File: src/rtl/regbank_write_arbiter.sv
// Round-robin arbiter sharing the register bank write port (Sel_C/Data_C) among NREQ
// requesters, with a bounded burst lock and filtering of writes to non-writable selects.
module regbank_write_arbiter #(
    parameter int         NREQ     = 3,
    parameter int         LOCK_MAX = 4,
    parameter logic [5:0] IDLE_SEL = 6'd63
) (
    input  logic                 clk,
    input  logic                 reset,
    input  logic [NREQ-1:0]      i_req,
    input  logic [NREQ-1:0]      i_lock,
    input  logic [NREQ*6-1:0]    i_sel,
    input  logic [NREQ*16-1:0]   i_data,
    output logic [NREQ-1:0]      o_gnt,
    output logic [5:0]           o_wr_sel,
    output logic [15:0]          o_wr_data,
    output logic                 o_wr_en,
    output logic                 o_err,
    output logic [2:0]           o_err_id
);

    localparam logic [0:0] ST_IDLE    = 1'b0;
    localparam logic [0:0] ST_LOCKED  = 1'b1;
    localparam logic [3:0] LOCK_MAX_C = 4'(LOCK_MAX);
    localparam logic       LOCK_EN    = (LOCK_MAX > 1);

    logic [0:0]      r_state;
    logic [2:0]      r_ptr;
    logic [2:0]      r_owner;
    logic [3:0]      r_lock_cnt;
    logic [5:0]      r_wr_sel;
    logic [15:0]     r_wr_data;
    logic            r_wr_en;
    logic            r_err;
    logic [2:0]      r_err_id;

    logic            w_owner_req;
    logic            w_gnt_valid;
    logic [2:0]      w_gnt_idx;
    logic [NREQ-1:0] w_gnt;
    logic [5:0]      w_sel_k;
    logic [15:0]     w_data_k;
    logic            w_lock_k;
    logic [2:0]      w_next_ptr;

    // Bank decodes 28, 29, 32, 33 and 35..63 to nothing writable; 34 is the W register.
    function automatic logic sel_legal(input logic [5:0] s);
        return (s <= 6'd27) || (s == 6'd30) || (s == 6'd31) || (s == 6'd34);
    endfunction

    // Whether the current lock owner is requesting.
    always_comb begin
        w_owner_req = 1'b0;
        for (int k = 0; k < NREQ; k++) begin
            w_owner_req = w_owner_req | (i_req[k] & (3'(k) == r_owner));
        end
    end

    // Grant selection: locked owner first, otherwise cyclic search from the pointer.
    always_comb begin
        w_gnt_valid = 1'b0;
        w_gnt_idx   = 3'd0;
        if (reset) begin
            w_gnt_valid = 1'b0;
        end else if ((r_state == ST_LOCKED) && w_owner_req) begin
            w_gnt_valid = 1'b1;
            w_gnt_idx   = r_owner;
        end else begin
            for (int i = 0; i < NREQ; i++) begin
                for (int k = 0; k < NREQ; k++) begin
                    w_gnt_idx   = (!w_gnt_valid && i_req[k] &&
                                   (3'(k) == 3'((int'(r_ptr) + i) % NREQ))) ? 3'(k) : w_gnt_idx;
                    w_gnt_valid = w_gnt_valid | (i_req[k] &&
                                   (3'(k) == 3'((int'(r_ptr) + i) % NREQ)));
                end
            end
        end
    end

    // One-hot grant and mux of the granted requester's sel/data/lock.
    always_comb begin
        w_gnt    = '0;
        w_sel_k  = 6'd0;
        w_data_k = 16'd0;
        w_lock_k = 1'b0;
        for (int k = 0; k < NREQ; k++) begin
            w_gnt[k] = w_gnt_valid & (w_gnt_idx == 3'(k));
            w_sel_k  = w_sel_k  | ({6{w_gnt[k]}}  & i_sel[6*k +: 6]);
            w_data_k = w_data_k | ({16{w_gnt[k]}} & i_data[16*k +: 16]);
            w_lock_k = w_lock_k | (w_gnt[k] & i_lock[k]);
        end
        w_next_ptr = 3'((int'(w_gnt_idx) + 1) % NREQ);
    end

    assign o_gnt = w_gnt;

    // Arbitration state: pointer, lock owner and burst length.
    always_ff @(posedge clk or posedge reset) begin
        if (reset) begin
            r_state    <= ST_IDLE;
            r_ptr      <= 3'd0;
            r_owner    <= 3'd0;
            r_lock_cnt <= 4'd0;
        end else if (w_gnt_valid) begin
            if ((r_state == ST_LOCKED) && (w_gnt_idx == r_owner)) begin
                if (!w_lock_k || ((r_lock_cnt + 4'd1) == LOCK_MAX_C)) begin
                    r_state    <= ST_IDLE;
                    r_ptr      <= w_next_ptr;
                    r_lock_cnt <= 4'd0;
                end else begin
                    r_lock_cnt <= r_lock_cnt + 4'd1;
                end
            end else begin
                // Covers IDLE and a locked owner that went quiet this cycle.
                r_ptr <= w_next_ptr;
                if (w_lock_k && LOCK_EN) begin
                    r_state    <= ST_LOCKED;
                    r_owner    <= w_gnt_idx;
                    r_lock_cnt <= 4'd1;
                end else begin
                    r_state    <= ST_IDLE;
                    r_lock_cnt <= 4'd0;
                end
            end
        end else begin
            r_state    <= ST_IDLE;
            r_lock_cnt <= 4'd0;
        end
    end

    // Registered bank write port and error reporting.
    always_ff @(posedge clk or posedge reset) begin
        if (reset) begin
            r_wr_sel  <= IDLE_SEL;
            r_wr_data <= 16'd0;
            r_wr_en   <= 1'b0;
            r_err     <= 1'b0;
            r_err_id  <= 3'd0;
        end else if (w_gnt_valid && sel_legal(w_sel_k)) begin
            r_wr_sel  <= w_sel_k;
            r_wr_data <= w_data_k;
            r_wr_en   <= 1'b1;
            r_err     <= 1'b0;
        end else if (w_gnt_valid) begin
            r_wr_sel  <= IDLE_SEL;
            r_wr_en   <= 1'b0;
            r_err     <= 1'b1;
            r_err_id  <= w_gnt_idx;
        end else begin
            r_wr_sel  <= IDLE_SEL;
            r_wr_en   <= 1'b0;
            r_err     <= 1'b0;
        end
    end

    assign o_wr_sel  = r_wr_sel;
    assign o_wr_data = r_wr_data;
    assign o_wr_en   = r_wr_en;
    assign o_err     = r_err;
    assign o_err_id  = r_err_id;

endmodule

File: config.mk
export PLATFORM = sky130hd
export DESIGN_NAME = regbank_write_arbiter
export DESIGN_NICKNAME = d
export VERILOG_FILES = /design/src/rtl/regbank_write_arbiter.sv
export SDC_FILE = /design/constraint.sdc
export NUM_CORES = 1
export LEC_CHECK = 0
export CORE_ASPECT_RATIO = 0.5
export CORE_MARGIN = 2
export CORE_UTILIZATION = 43
export CTS_BUF_LIST = sky130_fd_sc_hd__clkbuf_4 sky130_fd_sc_hd__clkbuf_8
export CTS_CLUSTER_SIZE = 14
export DETAILED_ROUTE_END_ITERATION = 16
export PLACE_DENSITY = 0.77
export SLEW_MARGIN = 20
export SYNTH_ARGS = -nofsm -noshare
export SYNTH_HDL_FRONTEND = slang
export SYNTH_SLANG_ARGS = --single-unit
File: constraint.sdc
create_clock -name clk -period 5.6 [get_ports clk]
set_input_delay 0.84 -clock clk [delete_from_list [all_inputs] [get_ports clk]]
set_output_delay 0.84 -clock clk [all_outputs]
set_load 0.05 [all_outputs]
==> out/qor.csv <==
stage;metric;value;unit
die;# IOs;104;
routing;Iter 0 DRT Violations;197;
synth;share of the synthesized area in the top cell type;25.2;%
placement;port bufs;103;
final_layout;Area growth, synth to finish;44.8;%
clocking;Worst-Skew Late Latency;0.29;ns
critical_path;WS Path Type;reg -> out;
routing;ANT nets after route;0;
timing;skew final;0.00241;ns
die;Core Area;7240;µm²
run_status;status;completed;
global_route;total track usage;21.2;%
critical_path;crit start category;flop;
timing;minimum clock period;5.28;ns
final_layout;post-route insts no fill;553;
die;Die W;126;µm
placement;setup slack at placement;0.158;ns
clocking;CTS buffer count;5;
synth;synthesized instance count;344;
synth;YS warnings;0;
critical_path;maximum fanout along the worst path;19;
synth;sequential area share after synthesis;30.2;%
timing;Final Cycle Share;94.3;%
clocking;clk buf depth;2;
min_path;min-delay worst type;reg -> reg;
timing;Final Hold Fails;0;
routing;vias after detailed routing;3102;
final_layout;Final Core Density;63.5;%
timing;Setup violations, final;0;
global_route;vias in the first global route;2962;
synth;Yosys cell types;69;
final_layout;Layout Nets;556;
timing;Max-slew headroom;59.4;%
final_layout;antenna fix cells;0;
clocking;clock-pin slew on the worst setup and hold paths;0.07;ns
global_route;largest net degree at the start of global routing;41;
routing;Vias/cell;5.61;
timing;Worst Max-Slew Pin Slew;0.609;ns
placement;gpl congestion;0.830;
synth;synthesis-stage register bit count;38;
final_layout;Final Cell Area;4600;µm²
clocking;CTS hold repair buffers;0;
clocking;Sink Count;38;
global_route;first-pass GRT wire length;14000;µm
final_layout;layout cell share with drive strength beyond 1;16.0;%
flow_run;maxcap violations;0;
clocking;CTS tree;built;
synth;dominant cells by area after synthesis;dfrtp_1 (25%), ha_1 (10%), a222oi_1 (6.6%);
synth;cell area after synthesis;3180;µm²
synth;EDFF count, synth;0;
clocking;H-tree Lvls;2;
global_route;antenna violations before repair;0;
synth;top_reg_cell synth;dfrtp_1;
timing;fmax;189;MHz
clocking;Root Buffer;clkbuf_8;
critical_path;Data arrival, critical path;4.44;ns
final_layout;Fillers;620;
critical_path;setup slack, reg-to-reg;0.34;ns
timing;worst setup margin;0.322;ns
placement;placed instance area;4440;µm²
timing;Final Max Tran Viols;0;
die;height of the die;64.8;µm
placement;post-DP HPWL;6680;µm
routing;TritonRoute pass-1 iters;5;
global_route;total congestion overflow;0;
routing;Avg WL per Cell;15.6;µm
final_layout;most frequent cells in the layout;clkdlybuf4s50_1 (100), dfrtp_1 (30), ha_1 (24);
die;Initial Util;43.9;%
die;Rows;22;
routing;drt total wl;8620;µm
die;DIE AREA;8130;µm²
synth;Synth area leader;dfrtp_1;
synth;Synth async-reset ratio;100;%
routing;DRC;0;
placement;placed cells;544;
final_layout;commonest non-fill, non-tap cell in the layout;clkdlybuf4s50_1;
critical_path;CP required;4.76;ns
synth;syn avg cell area;9.23;µm²
critical_path;endpoint class of the critical path;primary output;
through the flow:
| stage | hold WS (ns) | TNS [ns] |
|---|---|---|
| 5_1_grt | 0.513 | -0.00139 |
| 2_1_floorplan | 0.455 | 0 |
| 3_3_place_gp | 0.474 | 0 |
| 4_1_cts | 0.496 | 0 |
| 6_report | 0.494 | 0 |
| 3_5_place_dp | 0.479 | 0 |
critical path, cell delays in order (launching register included):
cell       delay (ns)
dfrtp_2          0.45
buf_4            0.19
xnor2_4          0.16
buf_4            0.18
nand2_1          0.09
ha_1             0.25
and2_1           0.19
a2111oi_4        0.33
ha_1             0.21
buf_4            0.13
nor2_1           0.04
a31oi_1          0.28
o211ai_1         0.19
o31a_2           0.19
nor2_1           0.15
o221ai_2         0.15
inv_1            0.16
ha_2             0.27
buf_6            0.21
and2_4           0.18
buf_12           0.13
worst paths after layout:
kind,cells past startpoint,start,endpoint
min,2,o_wr_data[5],o_wr_data[5]
max in group asynchronous,3,reset,r_ptr[2]
max,20,r_ptr[2],o_gnt[2]
min in group asynchronous,3,reset,o_err_id[1]
min reg2reg,2,o_wr_data[5],o_wr_data[5]
max reg2reg,24,r_ptr[2],r_ptr[1]
registers in the layout, summed over array words and instances (netlist names):
register    flops
o_wr_data      16
r_owner         3
o_err           1
o_wr_en         1
o_err_id        3
r_ptr           3
r_state         1
r_lock_cnt      4
o_wr_sel        6
Yosys cell counts (all sizes together) (9+ instances only):
library cell	instances
o31ai	17
dfrtp	32
nor2	22
xnor2	12
ha	26
o21ai	24
clkbuf	16
inv	14
nand3	9
a21oi	12
a222oi	21
nand2	21
layout make-up:
cell class | instances | area (µm²) | share of cell area, %
Inverter | 14 | 52.6 | 1.14
Multi-Input combinational cell | 272 | 2120 | 46.1
Clock buffer | 7 | 83.8 | 1.82
Timing Repair Buffer | 125 | 1230 | 26.7
Clock inverter | 1 | 30.0 | 0.653
Tap cell | 96 | 120 | 2.61
Sequential cell | 38 | 961 | 20.9
metal layers:
layer  part of all wire, %  wire (µm)  vias to the layer above  track usage [%]
met1                    45       3900                     1464             27.5
li1                      -          -                     1529                -
met5                     0          0                        -                0
met3                   5.7        495                       11             3.80
met2                    47       4070                       98             36.7
met4                   1.8        157                        0             6.39
logic make-up (layout without fill, tap and decap cells):
group | after synthesis | in the layout | share of synthesized area (%)
buffers and inverters | 35 | 147 | 4.61
other | 1 | 2 | 0.118
multiplexers | 10 | 10 | 3.55
AND/OR/NAND/NOR | 108 | 108 | 18.7
flip-flops | 38 | 38 | 30.2
adder cells (fa/ha/maj) | 26 | 26 | 10.2
XOR/XNOR | 15 | 15 | 4.73
AO/OA/AOI/OAI | 111 | 111 | 27.9
what timing repair did:
item	4_1_cts	5_1_grt
gates resized for setup	0	13
endpoints found under the setup margin	0	29
setup buffers	0	1
Power is left out: the tool's default activity adds up to more than one toggle a clock period on the data nets, which glitch-free logic cannot reach.
